## src/rtl/step_drv_pkg.sv

```systemverilog
// Shared definitions for the stepper driver: register map, CTRL/STATUS bit
// positions, the phase-to-coil table and the phase-advance rule.
package step_drv_pkg;

  localparam logic [2:0] REG_PWM_INC     = 3'd0;
  localparam logic [2:0] REG_WIDTH_A     = 3'd1;
  localparam logic [2:0] REG_WIDTH_B     = 3'd2;
  localparam logic [2:0] REG_CTRL        = 3'd3;
  localparam logic [2:0] REG_STEP_PERIOD = 3'd4;
  localparam logic [2:0] REG_STEP_COUNT  = 3'd5;
  localparam logic [2:0] REG_STATUS      = 3'd6;
  localparam logic [2:0] REG_POSITION    = 3'd7;

  localparam int CTRL_EN     = 0;
  localparam int CTRL_DIR    = 1;
  localparam int CTRL_HALF   = 2;
  localparam int CTRL_IRQ_EN = 3;

  localparam int STAT_BUSY = 0;
  localparam int STAT_DONE = 1;

  typedef enum logic {
    ST_IDLE = 1'b0,
    ST_RUN  = 1'b1
  } step_state_e;

  // Which half of each coil is energised for a phase index.
  typedef struct packed {
    logic a_pos;
    logic a_neg;
    logic b_pos;
    logic b_neg;
  } coil_t;

  function automatic coil_t coil_of(input logic [2:0] p);
    coil_t c;
    case (p)
      3'd0:    c = 4'b1001;  // A+ B-
      3'd1:    c = 4'b1000;  // A+ B0
      3'd2:    c = 4'b1010;  // A+ B+
      3'd3:    c = 4'b0010;  // A0 B+
      3'd4:    c = 4'b0110;  // A- B+
      3'd5:    c = 4'b0100;  // A- B0
      3'd6:    c = 4'b0101;  // A- B-
      default: c = 4'b0001;  // A0 B-
    endcase
    return c;
  endfunction

  // Full steps always land on an even phase; backward from an odd phase
  // only drops to the even phase just below.
  function automatic logic [2:0] phase_next(input logic [2:0] p, input logic fwd,
                                            input logic half);
    logic [2:0] n;
    if (half)     n = fwd ? p + 3'd1 : p - 3'd1;
    else if (fwd) n = {p[2:1] + 2'd1, 1'b0};
    else if (!p[0]) n = {p[2:1] - 2'd1, 1'b0};
    else          n = {p[2:1], 1'b0};
    return n;
  endfunction

  // Byte-lane merge of a bus write into an existing 32-bit value.
  function automatic logic [31:0] be_merge(input logic [31:0] old_v,
                                           input logic [31:0] new_v,
                                           input logic [3:0]  be);
    logic [31:0] r;
    for (int i = 0; i < 4; i++)
      r[i*8 +: 8] = be[i] ? new_v[i*8 +: 8] : old_v[i*8 +: 8];
    return r;
  endfunction

endpackage

```

## src/rtl/step_motor_channel.sv

```systemverilog
// One motor: register file, PWM chopper, step generator FSM, coil pins.
// Bus handshake: wr_i is a one-cycle strobe; the write lands on that edge.
module step_motor_channel
  import step_drv_pkg::*;
#(
  parameter int PWM_W  = 32,
  parameter int STEP_W = 24
) (
  input  logic        clk_i,
  input  logic        rst_i,
  input  logic        wr_i,
  input  logic [2:0]  addr_i,
  input  logic [31:0] wdata_i,
  input  logic [3:0]  be_i,
  output logic [31:0] rdata_o,
  output logic        irq_o,
  output logic        ax_o,
  output logic        ay_o,
  output logic        bx_o,
  output logic        by_o,
  output logic        aen_o,
  output logic        ben_o
);

  logic [PWM_W-1:0]  pwm_inc_q, width_a_q, width_b_q, acc_q;
  logic              pwm_a_q, pwm_b_q;
  logic [3:0]        ctrl_q;
  logic [STEP_W-1:0] period_q, count_q, count_d, timer_q, timer_d;
  logic [31:0]       pos_q, pos_d;
  logic [2:0]        phase_q, phase_d;
  logic              done_q, done_d;
  step_state_e       state_q, state_d;
  logic              ax_q, ay_q, bx_q, by_q, aen_q, ben_q;

  logic              en, fwd, count_wr, start_ok, load, step_fire, done_set;
  logic [STEP_W-1:0] new_count, per_eff;
  coil_t             coil;

  assign en        = ctrl_q[CTRL_EN];
  assign fwd       = ctrl_q[CTRL_DIR];
  assign count_wr  = wr_i && (addr_i == REG_STEP_COUNT);
  assign new_count = STEP_W'(be_merge(32'(count_q), wdata_i, be_i));
  assign start_ok  = count_wr && en && (new_count != '0);
  assign per_eff   = (period_q == '0) ? STEP_W'(1) : period_q;
  assign coil      = coil_of(phase_q);

  // FSM state register
  always_ff @(posedge clk_i) begin
    if (rst_i) state_q <= ST_IDLE;
    else       state_q <= state_d;
  end

  // FSM next state: disable beats everything, a count write beats a step
  always_comb begin
    state_d = state_q;
    case (state_q)
      ST_IDLE: if (start_ok) state_d = ST_RUN;
      ST_RUN: begin
        if (!en)                                   state_d = ST_IDLE;
        else if (count_wr)                         state_d = (new_count != '0) ? ST_RUN : ST_IDLE;
        else if (timer_q == STEP_W'(1) && count_q == STEP_W'(1)) state_d = ST_IDLE;
      end
      default: state_d = ST_IDLE;
    endcase
  end

  // FSM outputs: timer load, step strobe, completion strobe
  always_comb begin
    load      = 1'b0;
    step_fire = 1'b0;
    done_set  = 1'b0;
    case (state_q)
      ST_IDLE: load = start_ok;
      ST_RUN: if (en) begin
        if (count_wr) load = (new_count != '0);
        else if (timer_q == STEP_W'(1)) begin
          step_fire = 1'b1;
          done_set  = (count_q == STEP_W'(1));
        end
      end
      default: ;
    endcase
  end

  // Step datapath next-state: count, timer, position, phase, done
  always_comb begin
    count_d = count_q;
    timer_d = timer_q;
    pos_d   = pos_q;
    phase_d = phase_q;
    if (count_wr)       count_d = new_count;
    else if (step_fire) count_d = count_q - STEP_W'(1);
    if (load || step_fire)       timer_d = per_eff;
    else if (state_q == ST_RUN)  timer_d = timer_q - STEP_W'(1);
    if (step_fire) begin
      pos_d   = fwd ? pos_q + 32'd1 : pos_q - 32'd1;
      phase_d = phase_next(phase_q, fwd, ctrl_q[CTRL_HALF]);
    end else if (wr_i && addr_i == REG_POSITION && state_q == ST_IDLE) begin
      pos_d = be_merge(pos_q, wdata_i, be_i);
    end
    done_d = done_set |
             (done_q & ~(wr_i && addr_i == REG_STATUS && be_i[0] && wdata_i[STAT_DONE]));
  end

  // Registers: bus-written configuration plus step datapath state
  always_ff @(posedge clk_i) begin
    if (rst_i) begin
      pwm_inc_q <= '0;
      width_a_q <= '0;
      width_b_q <= '0;
      ctrl_q    <= '0;
      period_q  <= '0;
      count_q   <= '0;
      timer_q   <= '0;
      pos_q     <= '0;
      phase_q   <= '0;
      done_q    <= 1'b0;
    end else begin
      if (wr_i && addr_i == REG_PWM_INC)
        pwm_inc_q <= PWM_W'(be_merge(32'(pwm_inc_q), wdata_i, be_i));
      if (wr_i && addr_i == REG_WIDTH_A)
        width_a_q <= PWM_W'(be_merge(32'(width_a_q), wdata_i, be_i));
      if (wr_i && addr_i == REG_WIDTH_B)
        width_b_q <= PWM_W'(be_merge(32'(width_b_q), wdata_i, be_i));
      if (wr_i && addr_i == REG_CTRL && be_i[0])
        ctrl_q <= wdata_i[3:0];
      if (wr_i && addr_i == REG_STEP_PERIOD)
        period_q <= STEP_W'(be_merge(32'(period_q), wdata_i, be_i));
      count_q <= count_d;
      timer_q <= timer_d;
      pos_q   <= pos_d;
      phase_q <= phase_d;
      done_q  <= done_d;
    end
  end

  // PWM chopper: free-running accumulator compared against each width
  always_ff @(posedge clk_i) begin
    if (rst_i) begin
      acc_q   <= '0;
      pwm_a_q <= 1'b0;
      pwm_b_q <= 1'b0;
    end else begin
      acc_q   <= acc_q + pwm_inc_q;
      pwm_a_q <= (acc_q <= width_a_q);
      pwm_b_q <= (acc_q <= width_b_q);
    end
  end

  // Active-low H-bridge pins, registered from phase, enable and PWM
  always_ff @(posedge clk_i) begin
    if (rst_i) begin
      ax_q  <= 1'b1;
      ay_q  <= 1'b1;
      bx_q  <= 1'b1;
      by_q  <= 1'b1;
      aen_q <= 1'b1;
      ben_q <= 1'b1;
    end else begin
      ax_q  <= ~(en & coil.a_pos & pwm_a_q);
      ay_q  <= ~(en & coil.a_neg & pwm_a_q);
      bx_q  <= ~(en & coil.b_pos & pwm_b_q);
      by_q  <= ~(en & coil.b_neg & pwm_b_q);
      aen_q <= ~en;
      ben_q <= ~en;
    end
  end

  // Read value for the addressed register (registered at the top)
  always_comb begin
    rdata_o = '0;
    case (addr_i)
      REG_PWM_INC:     rdata_o = 32'(pwm_inc_q);
      REG_WIDTH_A:     rdata_o = 32'(width_a_q);
      REG_WIDTH_B:     rdata_o = 32'(width_b_q);
      REG_CTRL:        rdata_o = {28'd0, ctrl_q};
      REG_STEP_PERIOD: rdata_o = 32'(period_q);
      REG_STEP_COUNT:  rdata_o = 32'(count_q);
      REG_STATUS:      rdata_o = {30'd0, done_q, state_q == ST_RUN};
      default:         rdata_o = pos_q;
    endcase
  end

  assign irq_o = done_q & ctrl_q[CTRL_IRQ_EN];
  assign ax_o  = ax_q;
  assign ay_o  = ay_q;
  assign bx_o  = bx_q;
  assign by_o  = by_q;
  assign aen_o = aen_q;
  assign ben_o = ben_q;

endmodule

```

## src/rtl/multi_axis_step_motor_driver.sv

```systemverilog
// Avalon-MM front end for NUM_MOTORS stepper channels: address decode,
// registered read mux (latency 1, never stalls) and interrupt OR.
module multi_axis_step_motor_driver
  import step_drv_pkg::*;
#(
  parameter int NUM_MOTORS = 2,
  parameter int PWM_W      = 32,
  parameter int STEP_W     = 24,
  localparam int AW        = 3 + $clog2(NUM_MOTORS)
) (
  input  logic                  csi_MCLK_clk,
  input  logic                  rsi_MRST_reset,
  input  logic [AW-1:0]         avs_ctrl_address,
  input  logic                  avs_ctrl_write,
  input  logic                  avs_ctrl_read,
  input  logic [31:0]           avs_ctrl_writedata,
  input  logic [3:0]            avs_ctrl_byteenable,
  output logic [31:0]           avs_ctrl_readdata,
  output logic                  avs_ctrl_waitrequest,
  output logic                  ins_irq,
  output logic [NUM_MOTORS-1:0] AX,
  output logic [NUM_MOTORS-1:0] AY,
  output logic [NUM_MOTORS-1:0] BX,
  output logic [NUM_MOTORS-1:0] BY,
  output logic [NUM_MOTORS-1:0] AE,
  output logic [NUM_MOTORS-1:0] BE
);

  logic [31:0]           ch_idx;
  logic [31:0]           ch_rdata [NUM_MOTORS];
  logic [NUM_MOTORS-1:0] ch_irq;
  logic [31:0]           rd_mux, readdata_q;

  assign ch_idx = 32'(avs_ctrl_address) >> 3;

  for (genvar c = 0; c < NUM_MOTORS; c++) begin : g_ch
    step_motor_channel #(.PWM_W(PWM_W), .STEP_W(STEP_W)) u_ch (
      .clk_i   (csi_MCLK_clk),
      .rst_i   (rsi_MRST_reset),
      .wr_i    (avs_ctrl_write && (ch_idx == 32'(c))),
      .addr_i  (avs_ctrl_address[2:0]),
      .wdata_i (avs_ctrl_writedata),
      .be_i    (avs_ctrl_byteenable),
      .rdata_o (ch_rdata[c]),
      .irq_o   (ch_irq[c]),
      .ax_o    (AX[c]),
      .ay_o    (AY[c]),
      .bx_o    (BX[c]),
      .by_o    (BY[c]),
      .aen_o   (AE[c]),
      .ben_o   (BE[c])
    );
  end

  // Select the addressed channel's register; unmapped channels read 0
  always_comb begin
    rd_mux = '0;
    for (int c = 0; c < NUM_MOTORS; c++)
      if (ch_idx == 32'(c)) rd_mux = ch_rdata[c];
  end

  // Read data captured on the read strobe and held until the next read
  always_ff @(posedge csi_MCLK_clk) begin
    if (rsi_MRST_reset)     readdata_q <= '0;
    else if (avs_ctrl_read) readdata_q <= rd_mux;
  end

  assign avs_ctrl_readdata    = readdata_q;
  assign avs_ctrl_waitrequest = 1'b0;
  assign ins_irq              = |ch_irq;

endmodule

```

## config.mk

```make
export PLATFORM = sky130hd
export DESIGN_NAME = multi_axis_step_motor_driver
export DESIGN_NICKNAME = d
export VERILOG_FILES = /design/src/rtl/step_drv_pkg.sv /design/src/rtl/step_motor_channel.sv /design/src/rtl/multi_axis_step_motor_driver.sv
export SDC_FILE = /design/constraint.sdc
export NUM_CORES = 2
export LEC_CHECK = 0
export BUFFER_PORTS_ARGS = -buffer_cell sky130_fd_sc_hd__buf_2
export CORE_MARGIN = 4
export CORE_UTILIZATION = 55
export DETAILED_ROUTE_END_ITERATION = 10
export GPL_ROUTABILITY_DRIVEN = 0
export PLACE_DENSITY = 0.74
export RECOVER_POWER = 50
export SLEW_MARGIN = 20
export SYNTH_ARGS = -nofsm -noshare
export SYNTH_HDL_FRONTEND = slang
export SYNTH_HIERARCHICAL = 1
export SYNTH_SLANG_ARGS = --single-unit
```

## constraint.sdc

```tcl
create_clock -name csi_MCLK_clk -period 3.7 [get_ports csi_MCLK_clk]
set_input_delay 0.74 -clock csi_MCLK_clk [delete_from_list [all_inputs] [get_ports csi_MCLK_clk]]
set_output_delay 0.74 -clock csi_MCLK_clk [all_outputs]
set_load 0.01 [all_outputs]
```

# Word level (Yosys, flattened, before mapping)
# Index checks and enable logic that the tools add are counted.
# W data, S select, Z words.
op_classes:
  addsub: 18
  magnitude_cmp: 4
  n_eq_ne: 25
  muxes: 74
  bitwise: 36
  reduce_logical: 97
ops:
  columns: ["operator", "count"]
  rows:
  - ["$pmux W32 S7", 2]
  - ["$mux W32", 8]
  - ["$mux W24", 10]
  - ["$le A32 B32 Y1", 4]
  - ["$eq A24 B1 Y1 const B", 4]
  - ["$sub A24 B1 Y24 const B", 4]
  - ["$mux W8", 10]
  - ["$reduce_and A2 Y1", 40]
  - ["$add A32 B1 Y32 const B", 2]
  - ["$add A32 B32 Y32", 2]
  - ["$sub A32 B1 Y32 const B", 2]
  - ["$pmux W4 S7", 2]
  - ["$logic_not A24 Y1", 2]
  - ["$reduce_bool A24 Y1", 2]
  - ["$logic_and A1 B1 Y1", 32]
  - ["$logic_not A32 Y1", 1]
  - ["$eq A3 B3 Y1 const B", 10]
  - ["$mux W1", 30]
  - ["$reduce_bool A2 Y1", 14]
  - ["$mux W3", 8]
  - ["$and A1 B1 Y1", 20]
  - ["$eq A3 B2 Y1 const B", 6]
  - ["$not A1 Y1", 14]
  - ["$eq A3 B1 Y1 const B", 3]
  - ["10 further kinds", 22]
totals:
  ff_bits: 528
  input_bits: 44
  elab_cells: 323

# Logic depth before layout (Yosys ltp)
logic_depth:
  word_depth: 8
  depth_mapped: 14
  ltp_nobuf: 11

# By module
# Netlist, hierarchy kept.
by_module_without_submodules:
  columns: ["mod", "n_inst", "cells_per_inst", "area_per_inst_um2", "seq_area_each_um2"]
  rows:
  - ["step_motor_channel (g_ch[0].u_ch)", 1, 2131, 16687.3, 4964.8]
  - ["step_motor_channel (g_ch[1].u_ch)", 1, 2105, 16594.7, 4964.8]
  - ["multi_axis_step_motor_driver", 1, 147, 1465.2, 640.6]

# Worst setup path before layout
# OpenSTA, ideal clock, no wires.
synth_timing:
  kind: "reg-to-reg"
  startpoint: "register g_ch[0].u_ch.ctrl_q[1]"
  endpoint: "register g_ch[0].u_ch.pos_q[23]"
  setup_ps: 86
  t_arrival_ps: 3557
  t_required_ps: 3614
  slack_ps: 57
  path_stages_with_launch: 13
  path_cell_list: "dfxtp_1 clkbuf_1 inv_1 ha_1 a211o_1 o211ai_1 o21ai_0 a2111o_1 a31o_2 a31oi_1 nand2b_1 mux2_2 a211oi_1"
synth_via:
  elab_chain_cells: 2
synth_lines:
  columns: ["element", "line_no", "text"]
  rows:
  - ["start, declared", "step_motor_channel.sv:27", "logic [3:0] ctrl_q;"]
  - ["start signal, assigned", "step_motor_channel.sv:126", "ctrl_q <= wdata_i[3:0];"]
  - ["$mux W32", "step_motor_channel.sv:96", "pos_d = fwd ? pos_q + 32'd1 : pos_q - 32'd1;"]
  - ["$mux W32", "step_motor_channel.sv:95", "if (step_fire) begin"]
  - ["end signal, assigned", "step_motor_channel.sv:131", "pos_q <= pos_d;"]
  - ["end, declared", "step_motor_channel.sv:29", "logic [31:0] pos_q, pos_d;"]
# No other way between the ends.
# A chain may end at the register's enable or synchronous reset.

# Worst setup path after layout
layout_timing:
  startpoint: "input avs_ctrl_address[2]"
  endpoint: "register g_ch[0].u_ch.width_a_q[11]"
layout_via:
  elab_chain_cells: 3
layout_lines:
  columns: ["element", "line_no", "text"]
  rows:
  - ["start, declared", "multi_axis_step_motor_driver.sv:13", "input logic [AW-1:0] avs_ctrl_address,"]
  - ["$eq A3 B1 Y1", "step_motor_channel.sv:121", "if (wr_i && addr_i == REG_WIDTH_A)"]
  - ["$logic_and A1 B1 Y1", "step_motor_channel.sv:121", null]
  - ["$reduce_and A2 Y1 (no line)", null, null]
  - ["end signal, assigned", "step_motor_channel.sv:122", "width_a_q <= PWM_W'(be_merge(32'(width_a_q), wdata_i, be_i));"]
  - ["end, declared", "step_motor_channel.sv:25", "logic [PWM_W-1:0] pwm_inc_q, width_a_q, width_b_q, acc_q;"]
# No other way between the ends.

==> reports/metrics.csv <==
stage,metric,value,unit
outcome,status,"complete, but fails checks",
outcome,violations,"max-capacitance violations, max-slew violations",
cts,cts-root-buf,clkbuf_16,
cts,tritoncts,done,
synth,ys_ff_latch,528,
floorplan,coreArea,0.0622,mm^2
global_route,grt_pass1_wl,180,mm
synth,yosysWarnings,6,
worst_setup_path,path_cells,"clkbuf_1, clkbuf_2, or2_0, nor2_1, clkbuf_2, nand2_1, nand2_1, a21oi_1",
global_route,antenna_found_initial,3,
synth,synthTopCellsByCount,"nor2_1 (601), dfxtp_1 (528), a21oi_1 (446)",
synth,synth-compound-area-share,20.9,%
global_route,grt_remaining_overflow,0,
synth,syn_avg_cell_area,7.93,um^2
synth,synth-simple-area-share,19.6,%
floorplan,die-area,0.0673,mm^2
synth,syn_inst,4383,
cells_and_area,fin_util,61.8,%
power_and_ir_drop,power_density,356,mW/mm^2
global_route,grt_max_degree,105,
cells_and_area,drive_gt1_share,7.87,%
cells_and_area,register_area,0.0106,mm^2
synth,synth.area.mux_share,11.5,%
global_route,grt.total_usage,33.6,%
sta,setup_tns,0,ns
sta,finalCriticalPeriod,3.59,ns
route,first_iter_violations,4114,
cells_and_area,finalNonFillerCells,5310,
cts,clk_pin_slew,0.06,ns
sta,hold_viol_final,0,
sta,max_freq,279,MHz
synth,synth_edf_count,0,
floorplan,dieWidth,259,um
cts,h-tree-depth,2,
sta,min_period_over_period,97.0,%
synth,synth_top_area_share,30.4,%
cts,cts_hold_buffers,0,
route,via_count,33967,
sta,tightest_slew,1.84,ns
floorplan,start_util,55.9,%
synth,yosysSeqAreaShare,30.4,%
sta,setup_viol,0,
cts,numCtsBuffers,60,
route,wire_per_inst,22.3,um
cts,clk_latency,0.66,ns
synth,yosysTopAreaCell,dfxtp_1,
worst_setup_path,critical_path_class,in -> reg,
worst_setup_path,cpMaxStageDelayCell,clkbuf_2,
worst_setup_path,crit_fanout,46,
worst_setup_path,critPathLaunchType,input pin,
sta,slew_headroom,-22.5,%
route,drc_errors,0,
global_route,grt_pass1_vias,30948,
worst_setup_path,cpLargestDelayFamily,buffers and inverters,
cells_and_area,multi_input_comb_area,0.0225,mm^2
placed_design,numPortBuffers,88,
route,ant_nets,0,
power_and_ir_drop,ir_drop,0.395,mV
synth,synth_nets,4703,
sta,skew,0.0373,ns
placed_design,dp_hpwl,85.9,mm
synth,synth_flop_cell,dfxtp_1,
cells_and_area,area_growth,10.5,%
synth,synth_fa_ha_area_share,10.0,%
synth,synth_area,0.0347,mm^2
sta,drv_slew,77,
worst_setup_path,r2r_slack,0.21,ns
route,routed_wl,118,mm
hold_path,hp-class,reg -> reg,
floorplan,die_h,259,um
worst_setup_path,crit_arrival,4.12,ns
synth,synth_top_family_by_area,compound AO/OA/AOI/OAI gates,
power_and_ir_drop,p_total,13700,uW
worst_setup_path,required,4.23,ns
cts,clockBufferDepth,3,
route,drt_first_pass_iters,9,
synth,synthDistinctLibCells,96,
worst_setup_path,end_kind,flip-flop,
cells_and_area,fillerInstances,5600,
synth,synth_xor_area_share,2.44,%
floorplan,ioPinCount,90,
cells_and_area,finalNetCount,4742,
power_and_ir_drop,power.leakage,0.0159,uW
placed_design,dp.cells,5192,
floorplan,rows,91,
route,via_per_inst,6.40,
synth,netlist_top_cells_area,"dfxtp_1 (30%), mux2i_1 (10%), ha_1 (9.8%)",
worst_setup_path,max_stage_delay,0.90,ns
worst_setup_path,critPathBufInv,3,
synth,synth_most_common_cell,nor2_1,
cts,clock-sinks,528,
flow_run,max-cap-violations,1,
synth,synthArstFlopShare,0,%
-- through the flow --
stage / setup WS (ns) / area (um^2) / hold WS (ns)
floorplan: 0.0570 / 34700 / 0.368
global placement: 0.237 / 36400 / 0.387
detailed placement: 0.166 / 36400 / 0.391
CTS: 0.106 / 38500 / 0.404
global route: -0.00381 / 38400 / 0.427
finish: 0.110 / 38400 / 0.408
-- final timing paths --
check	startpoint	to	depth (start not counted)
max	avs_ctrl_address[2]	g_ch[0].u_ch/width_a_q[11]	8
min	g_ch[0].u_ch/pwm_b_q	g_ch[0].u_ch/by_o	1
max reg2reg	g_ch[0].u_ch/ctrl_q[1]	g_ch[0].u_ch/pos_q[23]	12
min reg2reg	g_ch[0].u_ch/pwm_b_q	g_ch[0].u_ch/by_o	1
-- metal layers --
layer,part of all wire (%),global-route usage (%),vias up
li1,-,-,15912
met1,41,45.9,15769
met2,41,49.6,1862
met3,12,8.88,420
met4,5.5,15.1,4
met5,0.022,0,-
-- cells in the final DEF, fill, tap and decap left out, types with 112 or more instances in the layout --
cell type  synthesis  routed
o21ai_0          221     220
dfxtp_1          528     528
nand3_1          151     151
a21oi_1          446     446
inv_1            192     190
a211oi_1         138     138
nor2_1           601     601
mux2i_1          355     355
ha_1             272     272
buf_4              5     112
nand2_1          330     330
-- flip-flops by register name, summed over array words and instances (netlist names), 6 cells and up --
| register | flops |
|---|---|
| g_ch.u_ch/count_q | 48 |
| g_ch.u_ch/pos_q | 64 |
| g_ch.u_ch/width_a_q | 64 |
| g_ch.u_ch/timer_q | 48 |
| g_ch.u_ch/period_q | 48 |
| g_ch.u_ch/acc_q | 64 |
| g_ch.u_ch/phase_q | 6 |
| g_ch.u_ch/pwm_inc_q | 64 |
| g_ch.u_ch/ctrl_q | 8 |
| avs_ctrl_readdata | 32 |
| g_ch.u_ch/width_b_q | 64 |
-- logic make-up (layout without fill, tap and decap cells) --
group,after synthesis,after routing
AO/OA/AOI/OAI,1174,1174
XOR/XNOR,97,97
adder cells (fa/ha/maj),276,276
buffers and inverters,441,530
flip-flops,528,528
multiplexers,388,388
other,1,2
AND/OR/NAND/NOR,1478,1478
-- power by group --
part	internal [uW]	switching, uW
combinational	427	921
sequential	5760	71.9
clock	3890	2590
total	10100	3580
-- timing repair --
action	in CTS	in global routing
buffers inserted	0	5
gates resized for setup	0	7
endpoints found under the setup margin	0	7
-- layout make-up --
type	count	area share (%)
multi-input cells	3414	58.5
flip-flops and latches	528	27.5
clock inverters	32	1.15
diodes	1	0.00652
clock buffers	80	4.39
repair buffers	225	3.81
well taps	837	2.73
inverters	193	1.91
Note: power is estimated with default switching activity, not from simulation.
